<file path="src/rtl/dac_write_arbiter_if.sv">
// rtl/dac_write_arbiter_if.sv - requester handshakes and DAC pin bundle
// The arbiter uses the slave modport; requesters/pin consumers use master.
interface dac_write_arbiter_if;
   logic       req_a;
   logic [7:0] data_a;
   logic       ack_a;
   logic       req_b;
   logic [7:0] data_b;
   logic       ack_b;
   logic       dac_csn;
   logic       dac_wrn;
   logic       dac_a_b;
   logic       dac_ldacn;
   logic [7:0] dac_d;
   logic       busy;
   logic [7:0] last_a;
   logic [7:0] last_b;

   modport slave (
      input  req_a, data_a, req_b, data_b,
      output ack_a, ack_b, dac_csn, dac_wrn, dac_a_b, dac_ldacn, dac_d,
             busy, last_a, last_b
   );

   modport master (
      output req_a, data_a, req_b, data_b,
      input  ack_a, ack_b, dac_csn, dac_wrn, dac_a_b, dac_ldacn, dac_d,
             busy, last_a, last_b
   );
endinterface

</file>
<file path="src/rtl/dac_write_arbiter.sv">
// rtl/dac_write_arbiter.sv - round-robin two-channel arbiter and timed DAC write sequencer
// One grant per write cycle: SETUP -> WRITE -> HOLD -> GAP, optional paired LDAC update.
module dac_write_arbiter #(
   parameter int SETUP_CYC = 30,
   parameter int WR_CYC    = 50,
   parameter int HOLD_CYC  = 30,
   parameter int GAP_CYC   = 200,
   parameter int SYNC_LOAD = 0,
   parameter int LDAC_CYC  = 4
) (
   input  logic                 clk,
   input  logic                 rst,
   dac_write_arbiter_if.slave   bus
);
   typedef enum logic [2:0] {S_IDLE, S_SETUP, S_WRITE, S_HOLD, S_GAP} state_t;

   localparam logic [7:0] SETUP_LAST = 8'(SETUP_CYC - 1);
   localparam logic [7:0] WR_LAST    = 8'(WR_CYC - 1);
   localparam logic [7:0] HOLD_LAST  = 8'(HOLD_CYC - 1);
   localparam logic [7:0] GAP_LAST   = 8'(GAP_CYC - 1);
   localparam logic [7:0] LDAC_LAST  = 8'(LDAC_CYC - 1);
   localparam logic       LDACN_RST  = (SYNC_LOAD != 0);

   state_t     state_q, state_d;
   logic [7:0] cnt_q, cnt_d;
   logic       rr_b_q, rr_b_d;
   logic       pend_a_q, pend_a_d, pend_b_q, pend_b_d;
   logic       csn_q, csn_d, wrn_q, wrn_d, a_b_q, a_b_d, ldacn_q, ldacn_d;
   logic [7:0] d_q, d_d, last_a_q, last_a_d, last_b_q, last_b_d;
   logic       ack_a_q, ack_a_d, ack_b_q, ack_b_d, busy_q, busy_d;
   logic       grant_b, pend_a_nx, pend_b_nx;

   always_ff @(posedge clk or posedge rst) begin
      if (rst) begin
         state_q  <= S_IDLE;
         cnt_q    <= 8'd0;
         rr_b_q   <= 1'b0;
         pend_a_q <= 1'b0;
         pend_b_q <= 1'b0;
         csn_q    <= 1'b1;
         wrn_q    <= 1'b1;
         a_b_q    <= 1'b0;
         ldacn_q  <= LDACN_RST;
         d_q      <= 8'h80;
         last_a_q <= 8'h80;
         last_b_q <= 8'h80;
         ack_a_q  <= 1'b0;
         ack_b_q  <= 1'b0;
         busy_q   <= 1'b0;
      end else begin
         state_q  <= state_d;
         cnt_q    <= cnt_d;
         rr_b_q   <= rr_b_d;
         pend_a_q <= pend_a_d;
         pend_b_q <= pend_b_d;
         csn_q    <= csn_d;
         wrn_q    <= wrn_d;
         a_b_q    <= a_b_d;
         ldacn_q  <= ldacn_d;
         d_q      <= d_d;
         last_a_q <= last_a_d;
         last_b_q <= last_b_d;
         ack_a_q  <= ack_a_d;
         ack_b_q  <= ack_b_d;
         busy_q   <= busy_d;
      end
   end

   always_comb begin
      state_d   = state_q;
      cnt_d     = cnt_q + 8'd1;
      rr_b_d    = rr_b_q;
      pend_a_d  = pend_a_q;
      pend_b_d  = pend_b_q;
      csn_d     = csn_q;
      wrn_d     = wrn_q;
      a_b_d     = a_b_q;
      ldacn_d   = ldacn_q;
      d_d       = d_q;
      last_a_d  = last_a_q;
      last_b_d  = last_b_q;
      ack_a_d   = 1'b0;
      ack_b_d   = 1'b0;
      grant_b   = 1'b0;
      pend_a_nx = pend_a_q;
      pend_b_nx = pend_b_q;

      case (state_q)
         S_IDLE: begin
            cnt_d = 8'd0;
            if (bus.req_a || bus.req_b) begin
               // The pointer only moves when both sides actually competed.
               grant_b = bus.req_b && (!bus.req_a || rr_b_q);
               if (bus.req_a && bus.req_b) rr_b_d = !grant_b;
               state_d = S_SETUP;
               csn_d   = 1'b0;
               a_b_d   = grant_b;
               d_d     = grant_b ? bus.data_b : bus.data_a;
               ack_a_d = !grant_b;
               ack_b_d = grant_b;
            end
         end
         S_SETUP: begin
            if (cnt_q == SETUP_LAST) begin
               state_d = S_WRITE;
               cnt_d   = 8'd0;
               wrn_d   = 1'b0;
            end
         end
         S_WRITE: begin
            if (cnt_q == WR_LAST) begin
               state_d = S_HOLD;
               cnt_d   = 8'd0;
               wrn_d   = 1'b1;
            end
         end
         S_HOLD: begin
            if (cnt_q == HOLD_LAST) begin
               state_d = S_GAP;
               cnt_d   = 8'd0;
               csn_d   = 1'b1;
               if (a_b_q) last_b_d = d_q;
               else       last_a_d = d_q;
               if (SYNC_LOAD != 0) begin
                  pend_a_nx = pend_a_q || !a_b_q;
                  pend_b_nx = pend_b_q || a_b_q;
                  if (pend_a_nx && pend_b_nx) begin
                     ldacn_d  = 1'b0;
                     pend_a_d = 1'b0;
                     pend_b_d = 1'b0;
                  end else begin
                     pend_a_d = pend_a_nx;
                     pend_b_d = pend_b_nx;
                  end
               end
            end
         end
         S_GAP: begin
            if ((SYNC_LOAD != 0) && (cnt_q == LDAC_LAST)) ldacn_d = 1'b1;
            if (cnt_q == GAP_LAST) begin
               state_d = S_IDLE;
               cnt_d   = 8'd0;
            end
         end
         default: begin
            state_d = S_IDLE;
            cnt_d   = 8'd0;
         end
      endcase

      busy_d = (state_d != S_IDLE);
   end

   assign bus.ack_a     = ack_a_q;
   assign bus.ack_b     = ack_b_q;
   assign bus.dac_csn   = csn_q;
   assign bus.dac_wrn   = wrn_q;
   assign bus.dac_a_b   = a_b_q;
   assign bus.dac_ldacn = ldacn_q;
   assign bus.dac_d     = d_q;
   assign bus.busy      = busy_q;
   assign bus.last_a    = last_a_q;
   assign bus.last_b    = last_b_q;
endmodule

</file>
<file path="src/flat_wrapper.sv">
// flat-port wrapper written by rule: the top's interface ports become plain ports
module dac_write_arbiter_flat 
#(
   parameter int SETUP_CYC = 30,
   parameter int WR_CYC    = 50,
   parameter int HOLD_CYC  = 30,
   parameter int GAP_CYC   = 200,
   parameter int SYNC_LOAD = 0,
   parameter int LDAC_CYC  = 4
)
  (clk, rst, bus_req_a, bus_data_a, bus_req_b, bus_data_b, bus_ack_a, bus_ack_b, bus_dac_csn, bus_dac_wrn, bus_dac_a_b, bus_dac_ldacn, bus_dac_d, bus_busy, bus_last_a, bus_last_b);
  dac_write_arbiter_if bus_i ();
  input  logic clk;
  input  logic rst;
  input wire logic [$bits(bus_i.req_a)-1:0] bus_req_a;
  input wire logic [$bits(bus_i.data_a)-1:0] bus_data_a;
  input wire logic [$bits(bus_i.req_b)-1:0] bus_req_b;
  input wire logic [$bits(bus_i.data_b)-1:0] bus_data_b;
  output wire logic [$bits(bus_i.ack_a)-1:0] bus_ack_a;
  output wire logic [$bits(bus_i.ack_b)-1:0] bus_ack_b;
  output wire logic [$bits(bus_i.dac_csn)-1:0] bus_dac_csn;
  output wire logic [$bits(bus_i.dac_wrn)-1:0] bus_dac_wrn;
  output wire logic [$bits(bus_i.dac_a_b)-1:0] bus_dac_a_b;
  output wire logic [$bits(bus_i.dac_ldacn)-1:0] bus_dac_ldacn;
  output wire logic [$bits(bus_i.dac_d)-1:0] bus_dac_d;
  output wire logic [$bits(bus_i.busy)-1:0] bus_busy;
  output wire logic [$bits(bus_i.last_a)-1:0] bus_last_a;
  output wire logic [$bits(bus_i.last_b)-1:0] bus_last_b;
  assign bus_i.req_a = bus_req_a;
  assign bus_i.data_a = bus_data_a;
  assign bus_i.req_b = bus_req_b;
  assign bus_i.data_b = bus_data_b;
  assign bus_ack_a = bus_i.ack_a;
  assign bus_ack_b = bus_i.ack_b;
  assign bus_dac_csn = bus_i.dac_csn;
  assign bus_dac_wrn = bus_i.dac_wrn;
  assign bus_dac_a_b = bus_i.dac_a_b;
  assign bus_dac_ldacn = bus_i.dac_ldacn;
  assign bus_dac_d = bus_i.dac_d;
  assign bus_busy = bus_i.busy;
  assign bus_last_a = bus_i.last_a;
  assign bus_last_b = bus_i.last_b;
  dac_write_arbiter #(.SETUP_CYC(SETUP_CYC), .WR_CYC(WR_CYC), .HOLD_CYC(HOLD_CYC), .GAP_CYC(GAP_CYC), .SYNC_LOAD(SYNC_LOAD), .LDAC_CYC(LDAC_CYC)) u_core (.clk(clk), .rst(rst), .bus(bus_i));
endmodule
</file>
<file path="config.mk">
export PLATFORM = sky130hd
export DESIGN_NAME = dac_write_arbiter_flat
export DESIGN_NICKNAME = d
export VERILOG_FILES = /design/src/rtl/dac_write_arbiter_if.sv /design/src/rtl/dac_write_arbiter.sv /design/src/flat_wrapper.sv
export SDC_FILE = /design/constraint.sdc
export NUM_CORES = 1
export LEC_CHECK = 0
export ABC_AREA = 1
export BUFFER_PORTS_ARGS = -buffer_cell sky130_fd_sc_hd__buf_2
export CELL_PAD_IN_SITES_DETAIL_PLACEMENT = 1
export CELL_PAD_IN_SITES_GLOBAL_PLACEMENT = 1
export CORE_ASPECT_RATIO = 1.75
export CORE_MARGIN = 2
export CORE_UTILIZATION = 35
export DETAILED_ROUTE_END_ITERATION = 16
export PLACE_DENSITY_LB_ADDON = 0.1
export RECOVER_POWER = 50
export SLEW_MARGIN = 25
export SYNTH_ARGS = -nofsm -noshare
export SYNTH_HDL_FRONTEND = slang
export SYNTH_SLANG_ARGS = --single-unit
</file>
<file path="constraint.sdc">
create_clock -name clk -period 3.2 [get_ports clk]
set_input_delay 0.16 -clock clk [delete_from_list [all_inputs] [get_ports clk]]
set_output_delay 0.16 -clock clk [all_outputs]
set_load 0.1 [all_outputs]
</file>
# == Yosys cells after proc, flatten, opt, wreduce, memory -nomap -nowiden ==
# Index checks and enable logic that the tools add are counted.
# totals
rom_bits,0
regBits,42
ram_bits,0
input_bits,20
latchBits,0
mem_count,0
out_inout_bits,31
# op_classes
bitwise_logic,1
add_sub_neg,1
multipliers,0
n_lt_le_gt_ge,0
shifts,0
muxes,21
n_reduce_logical,17
n_div,0
n_eq_ne,11
# ops
cell,count
8-bit 2-to-1 mux,4
8-bit case mux with 3 select lines,1
3-bit 2-to-1 mux,5
3-bit case mux with 5 select lines,1
3-bit AND reduction,5
8-bit by 1-bit adder with 8-bit output (second input constant),1
8-bit by 5-bit equality test with 1-bit output (second input constant),1
8-bit by 6-bit equality test with 1-bit output (second input constant),1
8-bit equality test (second input constant),1
1-bit 2-to-1 mux,8
2-bit by 1-bit != test with 1-bit output (second input constant),4
3-bit by 2-bit equality test with 1-bit output (second input constant),2
1-bit case mux with 2 select lines,2
2-bit nonzero test,2
3-bit by 1-bit equality test with 1-bit output (second input constant),1
3-bit equality test (second input constant),1
3-bit zero test,1
3-bit nonzero test,1
1-bit logical AND,2
1-bit zero test,2
1-bit logical OR,2
2-bit AND reduction,1
2-bit OR reduction,1
1-bit NOT,1

# == Logic depth before layout (Yosys ltp) ==
# Gate-level depths: netlist (run 1).
# logic_depth
word_depth,6
ltp_mapped,9
depth_no_buf,9

# == Worst setup path after synthesis (run 1) ==
# OpenSTA, ideal clock, no wires.
# synth_path
kind,reg-to-reg
startpoint,reg u_core.a_b_q (netlist: u_core.bus.dac_a_b)
endpoint,reg u_core.last_b_q[0] (netlist: u_core.bus.last_b[0])
path_stages_with_launch,6
required_time_ns,3.132
arrival_ns,1.689
synth_period_minus_slack_ns,1.757
path_buffers,1
path_slack_ns,1.443
setup_time_ns,0.068
cell_sequence,dfrtp_1 inv_1 buf_2 nor2_4 nand2_1 nand2_1
# synth_between
elab_chain_len,1
# synth_rtl
item,line,text
from (decl),dac_write_arbiter.sv:28,"logic csn_q, csn_d, wrn_q, wrn_d, a_b_q, a_b_d, ldacn_q, ldacn_d;"
from (signal assigned),dac_write_arbiter.sv:42,a_b_q <= 1'b0;
from (signal assigned),dac_write_arbiter.sv:58,a_b_q <= a_b_d;
3-bit AND reduction (no line),-,
to (signal assigned),dac_write_arbiter.sv:62,last_b_q <= last_b_d;
to (decl),dac_write_arbiter.sv:29,"logic [7:0] d_q, d_d, last_a_q, last_a_d, last_b_q, last_b_d;"
# Every way passes these cells.
# A chain may end at the register's enable or synchronous reset.

# == Worst setup path in the final report (run 1) ==
# layout_path
startpoint,reg u_core.a_b_q (netlist: u_core.bus.dac_a_b)
endpoint,out bus_dac_a_b
# layout_rtl
item,line,text
to (decl),flat_wrapper.sv:23,output wire logic [$bits(bus_i.dac_a_b)-1:0] bus_dac_a_b;
# No word-level cell between the ends.

==> run metrics, run 1 <==
internal power=around 0.74 mW; post-route ant nets=0; die footprint=approximately 0.0065 mm²; clk slew on worst S/H paths=0.08 ns; number of global-route vias before repair=about 1800; largest net degree at the start of global routing=43; critical path data required time=3.04 ns; first-pass GRT wire length=8.34 mm; Core Util, Final=between 40% and 50%; M3 GR Usage=4.29%; Worst Hold Class=input pin to register; die extent in y=105 µm; TritonCTS Buffers=5; Vias=~1700; DP HPWL=between 3 and 4 mm; TNS Setup=0 ns; delay-heaviest family, CP=buffers and inverters; Vias/cell=4.58; Pre-Repair DR Iteration Count=4; instance count on the critical path=1; layout cells sized above 1=28.1%; Synth-to-Final Area Change=19.1%; endpoints failing setup=0; CP arrival=roughly 1.6 ns; clock skew=0.00405 ns; met2 Track Usage GR=about 32%; Sink Count=42; Slowest cell on crit path=clkbuf_1; number of remaining DRC errors=0; pins over their slew limit=0; Synth top area share=45.1%; P_sw=~0.32 mW; element type at the critical path end=output port; final WL=about 5 mm; final cycle utilization of the critical path=between 50% and 60%; ys async rst share=100%; nets=309; CP Cell Sequence=clkbuf_1; worst setup path end=bus_dac_a_b; Syn. warnings=0; I/O pin total=just over 50; initial antenna violation count=0; WS Path Type=register to output port; Reg power frac=51.9%; most common cell in the netlist=nand2_1; # rows=36; Post-CTS Repair Setup Buffers=0; final hold slack=between 0.1 and 0.15 ns; number of synthesized flops with an enable pin=0; RePlAce Congestion=around 0.78; Crit path buffers/inverters=1; worst relative slew slack=19.3%; Fin. Hold Viols=0; critical path fanouts, max=2; area of the multi-input gates=roughly 800 µm²; # diodes=0; Sequential Area=between 0.001 and 0.0015 mm²; Die Width=roughly 62 µm; Filler Cell Count=around 700; layer carrying the most global-route usage=met2; ranking of synthesized cells by area=dfrtp_1, nand2_1, o21ai_2, dfstp_2, inv_1; htree depth=2; status=complete, no violations; PortBufs=49; Synth cell types=29; Tmin final=between 1.5 and 2 ns; Placed Instance Area=approximately 0.0024 mm²; Max Fclk=slightly below 600 MHz; Finished Cell Area=0.00244 mm²; worst r2r src=u_core.cnt_q[1]; Leakage Power=between 1 and 1.5 nW; Max-cap violations=0; most common flop cell mapped by yosys=dfrtp_1; Synthesized Nets=around 260; max incr delay on CP=approximately 0.90 ns; worst IR drop on VDD=0.000284 V; Root Driver=clkbuf_8; Worst setup SP type=register; RSZ-0062 raised after global routing=false; FF-to-FF setup slack=1.57 ns; switching part of the total=slightly above 30%; Clock power frac=between 30% and 40%; grt ovf=0; Skew-Pair Late Insertion Delay=0.31 ns; Synth area leader=dfrtp_1; Routed wire per std cell=about 14 µm; worst r2r path cells=8; clk buf depth=2; Comb power frac=13.5%; slew at the pin with the worst max-slew slack=~1.2 ns; Initial Utilization=between 30 and 40%; grt met1 use=a little under a fifth; Synth top cells by count=nand2_1, dfrtp_1, inv_1, nor2_1, o21ai_2; P per Cell Area=433 mW/mm²; GRT Overall Usage=approximately 18%; mapped cell area=0.00205 mm²; post-synthesis average cell area=8.77 µm²; synthesis-stage register bit count=between 40 and 50; post-synthesis sequential area ratio=~51%; Detailed Route Iter0 Violations=27; CTS tree=done; cells after synthesis=roughly 230; Setup crit start=u_core.bus.dac_a_b; Core ar.=0.00563 mm²; Reg-to-Reg End=u_core.bus.last_b[5]
==> what timing repair did <==
item                                   in CTS  in global routing
gates resized for setup                     0                  0
hold buffers                                1                  0
endpoints found under the hold margin      25                  0
==> layer usage <==
metal	share of wire [%]	routed length (µm)
met1	37	1880
met2	57	2890
met3	3.5	178
met4	2.1	104
met5	0	0
==> kinds of logic after synthesis <==
family                   synth area share (%)
adder cells (fa/ha/maj)                  1.22
flip-flops                               51.5
XOR/XNOR                                0.853
AND/OR/NAND/NOR                          25.5
other                                   0.183
AO/OA/AOI/OAI                            12.4
buffers and inverters                    8.35
==> final cells by class <==
cell class | instances | area share, %
multi-input combinational | 153 | 33.7
clock inverter | 2 | 0.512
inverter | 34 | 5.27
tap | 76 | 3.89
timing repair buffer | 51 | 9.98
sequential | 42 | 43.2
clock buffer | 6 | 3.38
==> state kept, by name (all words and copies together) (netlist names) <==
register,flops
u_core.bus.ack_a,1
u_core.bus.ack_b,1
u_core.bus.busy,1
u_core.bus.dac_a_b,1
u_core.bus.dac_csn,1
u_core.bus.dac_d,8
u_core.bus.dac_wrn,1
u_core.bus.last_a,8
u_core.bus.last_b,8
u_core.cnt_q,8
u_core.rr_b_q,1
u_core.state_q,3
==> cell usage in the layout (no fill, tap or decap), drive strengths merged <==
cell type	netlist	final
o22ai	8	8
nand2	60	60
nand3	11	11
o21ai	26	26
dfstp	5	5
nor3	2	2
o21bai	1	1
conb	1	1
xor2	2	2
o21a	1	1
buf	5	35
clkinv	1	2
dlygate4sd3	0	1
nor2	34	34
dfrtp	37	37
clkbuf	0	21
or2	1	1
ha	2	2
inv	33	33
nand4	4	4
clkinvlp	0	1
==> power by group through the flow <==
stage	logic (mW)	clock network, mW	registers (mW)
2_1_floorplan	0.0364	0	0.634
3_3_place_gp	0.144	0	0.561
3_5_place_dp	0.145	0	0.560
4_1_cts	0.146	0.381	0.550
5_1_grt	0.151	0.403	0.551
6_report	0.143	0.366	0.550
==> how the worst min path moves through the flow <==
| stage | startpoint | endpoint | slack, ns | cells past startpoint |
|---|---|---|---|---|
| 4_1_cts | bus_data_b[5] | u_core.bus.dac_d[5] | 0.11 | 3 |
| 3_5_place_dp | rst | u_core.bus.last_a[4] | 0.33 | 3 |
| 5_1_grt | bus_data_b[7] | u_core.bus.dac_d[7] | 0.13 | 3 |
| 2_1_floorplan | bus_data_b[7] | u_core.bus.dac_d[7] | 0.33 | 2 |
| 3_3_place_gp | rst | u_core.bus.last_a[4] | 0.33 | 3 |
| 6_report | bus_data_b[5] | u_core.bus.dac_d[5] | 0.12 | 3 |
==> stage by stage <==
stage	power [mW]	std cells	setup WS [ns]
3_3_place_gp	0.705	355	1.59
4_1_cts	1.08	364	1.53
3_5_place_dp	0.705	355	1.56
5_1_grt	1.11	364	1.40
2_1_floorplan	0.671	234	1.44
6_report	1.06	364	1.48
No activity file was read; power rests on OpenSTA's default activity.
==> run 2, diff against run 1 <==
==> constraint.sdc (replaced) <==
create_clock -name clk -period 1.8 [get_ports clk]
set_input_delay 0.09 -clock clk [delete_from_list [all_inputs] [get_ports clk]]
set_output_delay 0.09 -clock clk [all_outputs]
set_load 0.1 [all_outputs]
==> run metrics, run 2 (synthesis results as in run 1) <==
status=complete, no violations; worst IR drop on VDD=0.000530 V; Worst setup SP type=register; number of global-route vias before repair=between 1500 and 2000; pins over their slew limit=0; final cycle utilization of the critical path=a little over 90%; RePlAce Congestion=around 0.79; die footprint=roughly 0.0065 mm²; Core ar.=approximately 0.0056 mm²; CP arrival=approximately 1.8 ns; TritonCTS Buffers=5; RSZ-0062 raised after global routing=false; # diodes=0; Skew-Pair Late Insertion Delay=~0.29 ns; Fin. Hold Viols=0; largest net degree at the start of global routing=43; Pre-Repair DR Iteration Count=4; P per Cell Area=738 mW/mm²; Max-cap violations=0; PortBufs=49; I/O pin total=51; Initial Utilization=36.5%; CP Cell Sequence=inv_1, ha_1, nand3_1, nor2_4, nand3_4, nand2_1, o21ai_2; layout cells sized above 1=between 30% and 40%; TNS Setup=0 ns; Crit path buffers/inverters=1; WS Path Type=register to register; final WL=5.09 mm; commonest non-fill, non-tap cell in the layout=nand2_1; Max Fclk=611 MHz; Die Width=roughly 62 µm; DP HPWL=roughly 4 mm; element type at the critical path end=register; Sink Count=42; endpoints failing setup=0; Leakage Power=about 1.3 nW; Worst Slack Setup Final=between 0.15 and 0.2 ns; delay-heaviest family, CP=simple AND/OR/NAND/NOR gates; worst relative slew slack=between 30% and 40%; Slowest cell on crit path=dfrtp_1; grt ovf=0; nets=316; Routed wire per std cell=roughly 14 µm; Vias/cell=around 4.6; post-route ant nets=0; clk buf depth=2; area of the multi-input gates=roughly 830 µm²; die extent in y=between 100 and 150 µm; number of remaining DRC errors=0; Root Driver=clkbuf_8; htree depth=2; clk slew on worst S/H paths=around 0.080 ns; critical path data required time=1.98 ns; Vias=around 1700; max incr delay on CP=about 0.4 ns; Sequential Area=~0.0011 mm²; clock skew=0.00788 ns; CTS tree=done; initial antenna violation count=0; Filler Cell Count=735; Setup WS pre-CTS=between 0.15 and 0.2 ns; # rows=36; Worst Hold Class=input pin to register; Tmin final=between 1.5 and 2 ns; first-pass GRT wire length=about 8.4 mm; slew at the pin with the worst max-slew slack=1.02 ns; GRT Overall Usage=17.4%; critical path fanouts, max=16; most frequent cells in the layout=nand2_1, dfrtp_1, buf_2; FF-to-FF setup slack=around 0.16 ns; Synth-to-Final Area Change=22.9%; Detailed Route Iter0 Violations=32
run 2: changes by cell type in the layout (fill, tap and decap cells not counted):
cell,before,now
nand2_4,2,1
clkbuf_1,15,0
buf_4,1,7
nand2_8,0,1
clkbuf_2,0,16
run 2: final cells by class:
cell class / count / share of cell area, %
inverter: 34 / 5.11
clock buffer: 6 / 3.27
timing repair buffer: 58 / 12.4
clock inverter: 2 / 0.496
sequential: 42 / 41.9
multi-input combinational: 153 / 33.0
tap: 76 / 3.77
run 2: through the flow:
step,instances,cell area (µm²),utilization (%),power [mW],hold WS [ns]
6_report,371,2520,44.8,1.86,0.0625
5_1_grt,371,2520,44.8,1.95,0.0659
4_1_cts,368,2490,44.3,1.89,0.0565
3_5_place_dp,359,2390,42.4,1.26,0.260
3_3_place_gp,359,2390,42.4,1.26,0.252
2_1_floorplan,234,2050,-,1.19,0.256
run 2: metal layers:
layer  global-route usage [%]  vias to the layer above  part of all wire [%]
met5                        0                        -                     0
met4                     6.69                        0                   2.1
met3                     3.44                        7                   3.5
met2                     31.3                       33                    58
met1                     18.9                      825                    37
li1                         -                      854                     -
run 2: what timing repair did:
item / in CTS / in global routing
setup endpoints to repair: 0 / 5
resized for setup: 0 / 1
buffers inserted: 0 / 3
hold buffers: 1 / 0
hold endpoints to repair: 37 / 0
run 2: tightest hold or removal path: cells and delay by family:
family | cells | cell delay [ns]
buffers and inverters | 1 | 0.08
AOI/OAI and AO/OA | 1 | 0.11
and+or+nand+nor | 1 | 0.03
run 2: report_power, final:
part           switching [mW]  internal [mW]  leakage, nW  total, mW
clock                   0.318          0.308       0.0472      0.627
sequential             0.0153          0.963        0.525      0.978
combinational           0.212         0.0454        0.764      0.257
run 2: final timing paths:
kind | start | endpoint | cells past startpoint
min | bus_data_b[0] | u_core.bus.dac_d[0] | 3
max | u_core.cnt_q[1] | u_core.bus.last_a[4] | 7
min reg2reg | u_core.bus.last_b[7] | u_core.bus.last_b[7] | 2
max reg2reg | u_core.cnt_q[1] | u_core.bus.last_a[4] | 7
max in group asynchronous | rst | u_core.cnt_q[2] | 4
min in group asynchronous | rst | u_core.cnt_q[7] | 4
